$ cat config.mk
export PLATFORM = sky130hd
export DESIGN_NAME = fp_mem_sequencer_flat
export DESIGN_NICKNAME = d
export VERILOG_FILES = /design/src/rtl/fp_mem_sequencer_if.sv /design/src/rtl/fp_mem_sequencer.sv /design/src/flat_wrapper.sv
export SDC_FILE = /design/constraint.sdc
export NUM_CORES = 1
export LEC_CHECK = 0
export CORE_MARGIN = 5
export CORE_UTILIZATION = 45
export CTS_CLUSTER_DIAMETER = 60
export DETAILED_ROUTE_END_ITERATION = 10
export DONT_BUFFER_PORTS = 1
export PLACE_DENSITY = 0.65
export SYNTH_ARGS = -nofsm -noshare
export SYNTH_HDL_FRONTEND = slang
export SYNTH_SLANG_ARGS = --single-unit
$ cat constraint.sdc
create_clock -name clk -period 5 [get_ports clk]
set_input_delay 0.5 -clock clk [delete_from_list [all_inputs] [get_ports clk]]
set_output_delay 0.5 -clock clk [all_outputs]
set_load 0.01 [all_outputs]
$ cat src/rtl/fp_mem_sequencer_if.sv
// ============================================================================
// Module   : fp_mem_sequencer_if
// Brief    : Request, memory-beat and datapath-control bundle of the FP
//            two-beat load/store sequencer.
// Revision : 1.0  initial release
// ============================================================================
`default_nettype none

interface fp_mem_sequencer_if;
    logic        ld_req;
    logic        st_req;
    logic [31:0] base_addr;
    logic [4:0]  fd_addr;
    logic        mem_rdy;

    logic [31:0] mem_addr;
    logic        mem_rd;
    logic        mem_wr;
    logic        dp_din_sel;
    logic        dp_y_sel;
    logic        dp_d_en;
    logic [4:0]  dp_d_addr;
    logic        dp_dout_sel;
    logic        busy;
    logic        done;
    logic        err;

    // Requester / memory / datapath environment side
    modport master (
        output ld_req, st_req, base_addr, fd_addr, mem_rdy,
        input  mem_addr, mem_rd, mem_wr, dp_din_sel, dp_y_sel, dp_d_en,
               dp_d_addr, dp_dout_sel, busy, done, err
    );

    // Sequencer side
    modport slave (
        input  ld_req, st_req, base_addr, fd_addr, mem_rdy,
        output mem_addr, mem_rd, mem_wr, dp_din_sel, dp_y_sel, dp_d_en,
               dp_d_addr, dp_dout_sel, busy, done, err
    );
endinterface

`default_nettype wire

$ cat src/rtl/fp_mem_sequencer.sv
// ============================================================================
// Module   : fp_mem_sequencer
// Brief    : Two-beat 64-bit load/store sequencer between a 32-bit memory
//            port and the FP datapath, with per-beat wait-state timeout.
// Revision : 1.0  initial release
// ============================================================================
`default_nettype none

module fp_mem_sequencer #(
    parameter int TIMEOUT_CYC = 255
) (
    input  logic                 clk,
    input  logic                 rst_n,
    fp_mem_sequencer_if.slave    bus
);

    typedef enum logic [2:0] {
        IDLE  = 3'd0,
        LD_LO = 3'd1,
        LD_HI = 3'd2,
        LD_WB = 3'd3,
        ST_LO = 3'd4,
        ST_HI = 3'd5
    } state_t;

    localparam logic [15:0] TMO_LAST = 16'(TIMEOUT_CYC - 1);

    state_t      state_q, state_d;
    logic [31:0] base_q;
    logic [4:0]  fd_q;
    logic [15:0] wait_q, wait_d;
    logic        done_d, err_d;
    logic        beat_w, tmo_w;
    logic [31:0] base_w;
    logic [4:0]  fd_w;

    always_comb begin
        // In IDLE the request fields are live; afterwards use the latched copy.
        base_w  = (state_q == IDLE) ? bus.base_addr : base_q;
        fd_w    = (state_q == IDLE) ? bus.fd_addr   : fd_q;
        beat_w  = (state_q == LD_LO) || (state_q == LD_HI) ||
                  (state_q == ST_LO) || (state_q == ST_HI);
        tmo_w   = beat_w && !bus.mem_rdy && (wait_q == TMO_LAST);
        state_d = state_q;
        done_d  = 1'b0;
        err_d   = 1'b0;
        case (state_q)
            IDLE: begin
                if (bus.ld_req)      state_d = LD_LO;
                else if (bus.st_req) state_d = ST_LO;
            end
            LD_LO: begin
                if (bus.mem_rdy)     state_d = LD_HI;
                else if (tmo_w)      begin state_d = IDLE; err_d = 1'b1; end
            end
            LD_HI: begin
                if (bus.mem_rdy)     state_d = LD_WB;
                else if (tmo_w)      begin state_d = IDLE; err_d = 1'b1; end
            end
            LD_WB: begin
                state_d = IDLE;
                done_d  = 1'b1;
            end
            ST_LO: begin
                if (bus.mem_rdy)     state_d = ST_HI;
                else if (tmo_w)      begin state_d = IDLE; err_d = 1'b1; end
            end
            ST_HI: begin
                if (bus.mem_rdy)     begin state_d = IDLE; done_d = 1'b1; end
                else if (tmo_w)      begin state_d = IDLE; err_d = 1'b1; end
            end
            default: state_d = IDLE;
        endcase
        // Staying inside a beat implies mem_rdy was low this cycle.
        wait_d = (beat_w && (state_d == state_q)) ? wait_q + 16'd1 : 16'd0;
    end

    // Outputs are decoded from the next state so they line up with it.
    always_ff @(posedge clk or negedge rst_n) begin
        if (!rst_n) begin
            state_q         <= IDLE;
            base_q          <= 32'd0;
            fd_q            <= 5'd0;
            wait_q          <= 16'd0;
            bus.mem_addr    <= 32'd0;
            bus.mem_rd      <= 1'b0;
            bus.mem_wr      <= 1'b0;
            bus.dp_din_sel  <= 1'b0;
            bus.dp_y_sel    <= 1'b0;
            bus.dp_d_en     <= 1'b0;
            bus.dp_d_addr   <= 5'd0;
            bus.dp_dout_sel <= 1'b0;
            bus.busy        <= 1'b0;
            bus.done        <= 1'b0;
            bus.err         <= 1'b0;
        end else begin
            state_q <= state_d;
            base_q  <= base_w;
            fd_q    <= fd_w;
            wait_q  <= wait_d;

            bus.mem_rd      <= (state_d == LD_LO) || (state_d == LD_HI);
            bus.mem_wr      <= (state_d == ST_LO) || (state_d == ST_HI);
            if ((state_d == LD_LO) || (state_d == ST_LO))
                bus.mem_addr <= base_w;
            else if ((state_d == LD_HI) || (state_d == ST_HI))
                bus.mem_addr <= base_w + 32'd4;
            else
                bus.mem_addr <= 32'd0;
            bus.dp_din_sel  <= (state_d == LD_HI) || (state_d == LD_WB);
            bus.dp_y_sel    <= (state_d == LD_WB);
            bus.dp_d_en     <= (state_d == LD_WB);
            bus.dp_d_addr   <= (state_d == LD_WB) ? fd_w : 5'd0;
            bus.dp_dout_sel <= (state_d == ST_HI);
            bus.busy        <= (state_d != IDLE);
            bus.done        <= done_d;
            bus.err         <= err_d;
        end
    end

endmodule

`default_nettype wire

$ cat src/flat_wrapper.sv
// flat-port wrapper written by rule: the top's interface ports become plain ports
module fp_mem_sequencer_flat 
#(
    parameter int TIMEOUT_CYC = 255
)
  (clk, rst_n, bus_ld_req, bus_st_req, bus_base_addr, bus_fd_addr, bus_mem_rdy, bus_mem_addr, bus_mem_rd, bus_mem_wr, bus_dp_din_sel, bus_dp_y_sel, bus_dp_d_en, bus_dp_d_addr, bus_dp_dout_sel, bus_busy, bus_done, bus_err);
  fp_mem_sequencer_if bus_i ();
  input  logic clk;
  input  logic rst_n;
  input wire logic [$bits(bus_i.ld_req)-1:0] bus_ld_req;
  input wire logic [$bits(bus_i.st_req)-1:0] bus_st_req;
  input wire logic [$bits(bus_i.base_addr)-1:0] bus_base_addr;
  input wire logic [$bits(bus_i.fd_addr)-1:0] bus_fd_addr;
  input wire logic [$bits(bus_i.mem_rdy)-1:0] bus_mem_rdy;
  output wire logic [$bits(bus_i.mem_addr)-1:0] bus_mem_addr;
  output wire logic [$bits(bus_i.mem_rd)-1:0] bus_mem_rd;
  output wire logic [$bits(bus_i.mem_wr)-1:0] bus_mem_wr;
  output wire logic [$bits(bus_i.dp_din_sel)-1:0] bus_dp_din_sel;
  output wire logic [$bits(bus_i.dp_y_sel)-1:0] bus_dp_y_sel;
  output wire logic [$bits(bus_i.dp_d_en)-1:0] bus_dp_d_en;
  output wire logic [$bits(bus_i.dp_d_addr)-1:0] bus_dp_d_addr;
  output wire logic [$bits(bus_i.dp_dout_sel)-1:0] bus_dp_dout_sel;
  output wire logic [$bits(bus_i.busy)-1:0] bus_busy;
  output wire logic [$bits(bus_i.done)-1:0] bus_done;
  output wire logic [$bits(bus_i.err)-1:0] bus_err;
  assign bus_i.ld_req = bus_ld_req;
  assign bus_i.st_req = bus_st_req;
  assign bus_i.base_addr = bus_base_addr;
  assign bus_i.fd_addr = bus_fd_addr;
  assign bus_i.mem_rdy = bus_mem_rdy;
  assign bus_mem_addr = bus_i.mem_addr;
  assign bus_mem_rd = bus_i.mem_rd;
  assign bus_mem_wr = bus_i.mem_wr;
  assign bus_dp_din_sel = bus_i.dp_din_sel;
  assign bus_dp_y_sel = bus_i.dp_y_sel;
  assign bus_dp_d_en = bus_i.dp_d_en;
  assign bus_dp_d_addr = bus_i.dp_d_addr;
  assign bus_dp_dout_sel = bus_i.dp_dout_sel;
  assign bus_busy = bus_i.busy;
  assign bus_done = bus_i.done;
  assign bus_err = bus_i.err;
  fp_mem_sequencer #(.TIMEOUT_CYC(TIMEOUT_CYC)) u_core (.clk(clk), .rst_n(rst_n), .bus(bus_i));
endmodule
==> impl_metrics.ini <==
[final_layout]
ff_latch_area_um2 = 2530
fin_cells = 652
fin_nets = 552
antenna_cells = 0
multiInputGateArea_um2 = 2210
final.fill_count = 988
drive_above_1_share = 0.107
syn_to_final_growth_pct = 7.41

[synth]
yosysWarnings = 0
synthArstFlopShare = 1.00
yosys.area.top_type = dfrtp_1
synth-seq-cells = 101
synth_top_family_by_area = simple AND/OR/NAND/NOR gates
synth-edff-count = 0
yosysSeqAreaShare = 0.511
yosysTopAreaCellShare = 0.511
avgSynthCellArea_um2 = 9.59
yosysMostFrequentCell = nand2_1
synth_fp_nets = 561
yosys-top-cells-count = 102 x nand2_1, 101 x dfrtp_1, 44 x nor2_1
synth_xor_area_frac = 0.0336
synth_area_leaders = dfrtp_1 51%, nand2_1 7.7%, a21oi_1 3.5%, nor2_1 3.3%, nand3_1 2.8%
synthAdderAreaFrac = 0.00758
synth_compound_area_frac = 0.111
synth_cell_type_count = 59
synth.mux.area_fraction = 0.0445
synth-simple-area-share = 0.248
synthCells = 516
synth_top_flop_cell = dfrtp_1
syn_area_um2 = 4950

[placed_design]
io_buffers = 0
dp_hpwl_um = 7880
dp_cells = 635
gp_congestion = 0.911

[timing]
final-max-slew-violation-count = 0
post-route-period-util = 0.738
worst_pin_slew_ns = 1.08
setup_viol = 0
skew_ns = 0.0117
finalHoldViolations = 0
fin_setup_tns_ns = 0
rsz0062_at_grt = no
hold_slack_ns = 0.0315
max_slew_margin = 0.279
finalCriticalPeriod_ns = 3.69
fmax_mhz = 271

[clock_network]
post_cts.repair.setup_buffers = 0
root_buffer = clkbuf_8
h-tree-depth = 3
numCtsBuffers = 9
cts_tree = done
clk_pin_slew_ns = 0.10
insertion_delay_ns = 0.37
clock_sinks = 101
cts_max_path_buffers = 2

[global_routing]
gr-usage-all-layers = 0.178
grt_max_degree = 102
grt-ovfl-total = 0
first_global_vias = 3647
grt_pass1_wl_um = 18400
antenna_found_initial = 0

[pwr]
p_comb_frac = 0.405
finalPower_mw = 3.43
intPower_mw = 1.99
vdd_drop_max_mv = 0.297
clkPwrFrac = 0.194
power.switching_mw = 1.44
seqPwrFrac = 0.401
switching_share = 0.420
power_density_nw_per_um2 = 645
leakage_nw = 2.39

[floorplanning]
die_y_um = 115
die_area_um2 = 13200
io_pins = 88
fp.dieW_um = 115
coreArea_um2 = 10800
rows = 38
start_util = 0.459

[routing]
vias = 3656
routed_wirelength_um = 11400
avgRoutedWirePerCell_um = 17.4
drc = 0
firstDrtPassIters = 5
detail_route.iter0.violations = 278
ant_nets = 0
via_per_inst = 5.61

[setup_path]
worst-endpoint-required_ns = 5.26
crit_type = register to register
r2r.worst_path.cells = 11
path_buf_inv = 2
cp.depth = 11
critPathArrivalTime_ns = 3.95
cp_max_fo = 36
cp-start-kind = register
slowest_stage = dfrtp_1
path_delay_family = compound AO/OA/AOI/OAI gates
max_stage_delay_ns = 0.71
rrSetupSlack_ns = 1.31
crit_path_end_kind = register
cp_common_cell = nand2_1
cp_cell_sequence = or3_1, buf_4, nand2_1, nand2_1, ha_1, inv_1, a2111oi_4, o311ai_2, nor3b_2, a21oi_1, a211oi_1

[worst_hold_path]
hold_path_class = input pin to asynchronous set/reset pin

[flow_run]
max-cap-violations = 0

[outcome]
status = finished clean
## metal layers
metal | part of all wire | up-vias | GRT usage
met1 | 0.43 | 1771 | 0.232
li1 | - | 1763 | -
met2 | 0.48 | 113 | 0.281
met4 | 0.010 | 0 | 0.0532
met3 | 0.081 | 9 | 0.0621
met5 | 0 | - | 0
## cells in the final DEF (no fill, tap or decap), drive strengths merged, types with 5 or more instances in the layout
master / n
and3: 6
nand3: 28
nand2: 102
mux2i: 13
o21ai: 11
xor2: 10
nand4: 9
a21oi: 35
inv: 18
mux2: 8
nor2: 44
nor4: 7
and2: 5
and4: 5
xnor2: 9
buf: 6
dfrtp: 101
nor3: 20
a31oi: 10
clkbuf: 9
nand2b: 7
## stage by stage
step	util	area (µm²)	setup slack, ns
after floorplan	-	4950	1.39
final	0.493	5320	1.31
after detailed placement	0.466	5030	1.32
after global placement	0.466	5030	1.32
after CTS	0.493	5320	1.28
after global routing	0.493	5320	0.988
## registers in the layout (all words and copies together), names as in the netlist, 3 cells and up
register / cells
u_core.base_q: 32
u_core.bus.mem_addr: 32
u_core.wait_q: 16
u_core.bus.dp_d_addr: 5
u_core.fd_q: 5
u_core.state_q: 3
## cell type report
type / instances / share of cell area
flip-flops and latches: 101 / 0.475
multi-input cells: 370 / 0.416
well taps: 140 / 0.0329
clock inverters: 7 / 0.0259
clock buffers: 9 / 0.0233
inverters: 19 / 0.0144
repair buffers: 6 / 0.0122
## cell families after synthesis
| kind of cell | Yosys count |
|---|---|
| AOI/OAI and AO/OA | 79 |
| xor gates and xnor gates | 19 |
| adders and majority gates | 3 |
| buffers and inverters | 45 |
| DFF | 101 |
| muxes | 21 |
| and+or+nand+nor | 248 |
## power by group through the flow
stage | clock (mW) | combinational (mW) | sequential [mW]
after global placement | 0 | 1.35 | 1.39
after global routing | 0.714 | 1.58 | 1.41
after CTS | 0.682 | 1.40 | 1.38
after floorplan | 0 | 1.15 | 1.31
after detailed placement | 0 | 1.37 | 1.40
final | 0.665 | 1.39 | 1.37
## worst reg2reg max path, delay by kind of cell (launching register included)
family | cells | cell delay (ns)
adder cells (fa/ha/maj) | 1 | 0.36
flip-flops | 1 | 0.71
buffers and inverters | 2 | 0.52
AO/OA/AOI/OAI | 4 | 1.19
AND/OR/NAND/NOR | 4 | 0.79
## repair_timing
action | in CTS | in global routing
endpoints found under the setup margin | 0 | 0
resized for setup | 0 | 0
hold buffers | 1 | 0
hold endpoints to repair | 101 | 0
## final timing paths
check / from / to
max: u_core.state_q[1] / u_core.bus.mem_addr[24]
min: rst_n / u_core.bus.dp_d_addr[2]
max reg2reg: u_core.state_q[1] / u_core.bus.mem_addr[24]
min reg2reg: u_core.fd_q[0] / u_core.fd_q[0]
max in group asynchronous: rst_n / u_core.bus.mem_addr[2]
min in group clk: bus_fd_addr[3] / u_core.fd_q[3]
Note: power is estimated with default switching activity, not from simulation.
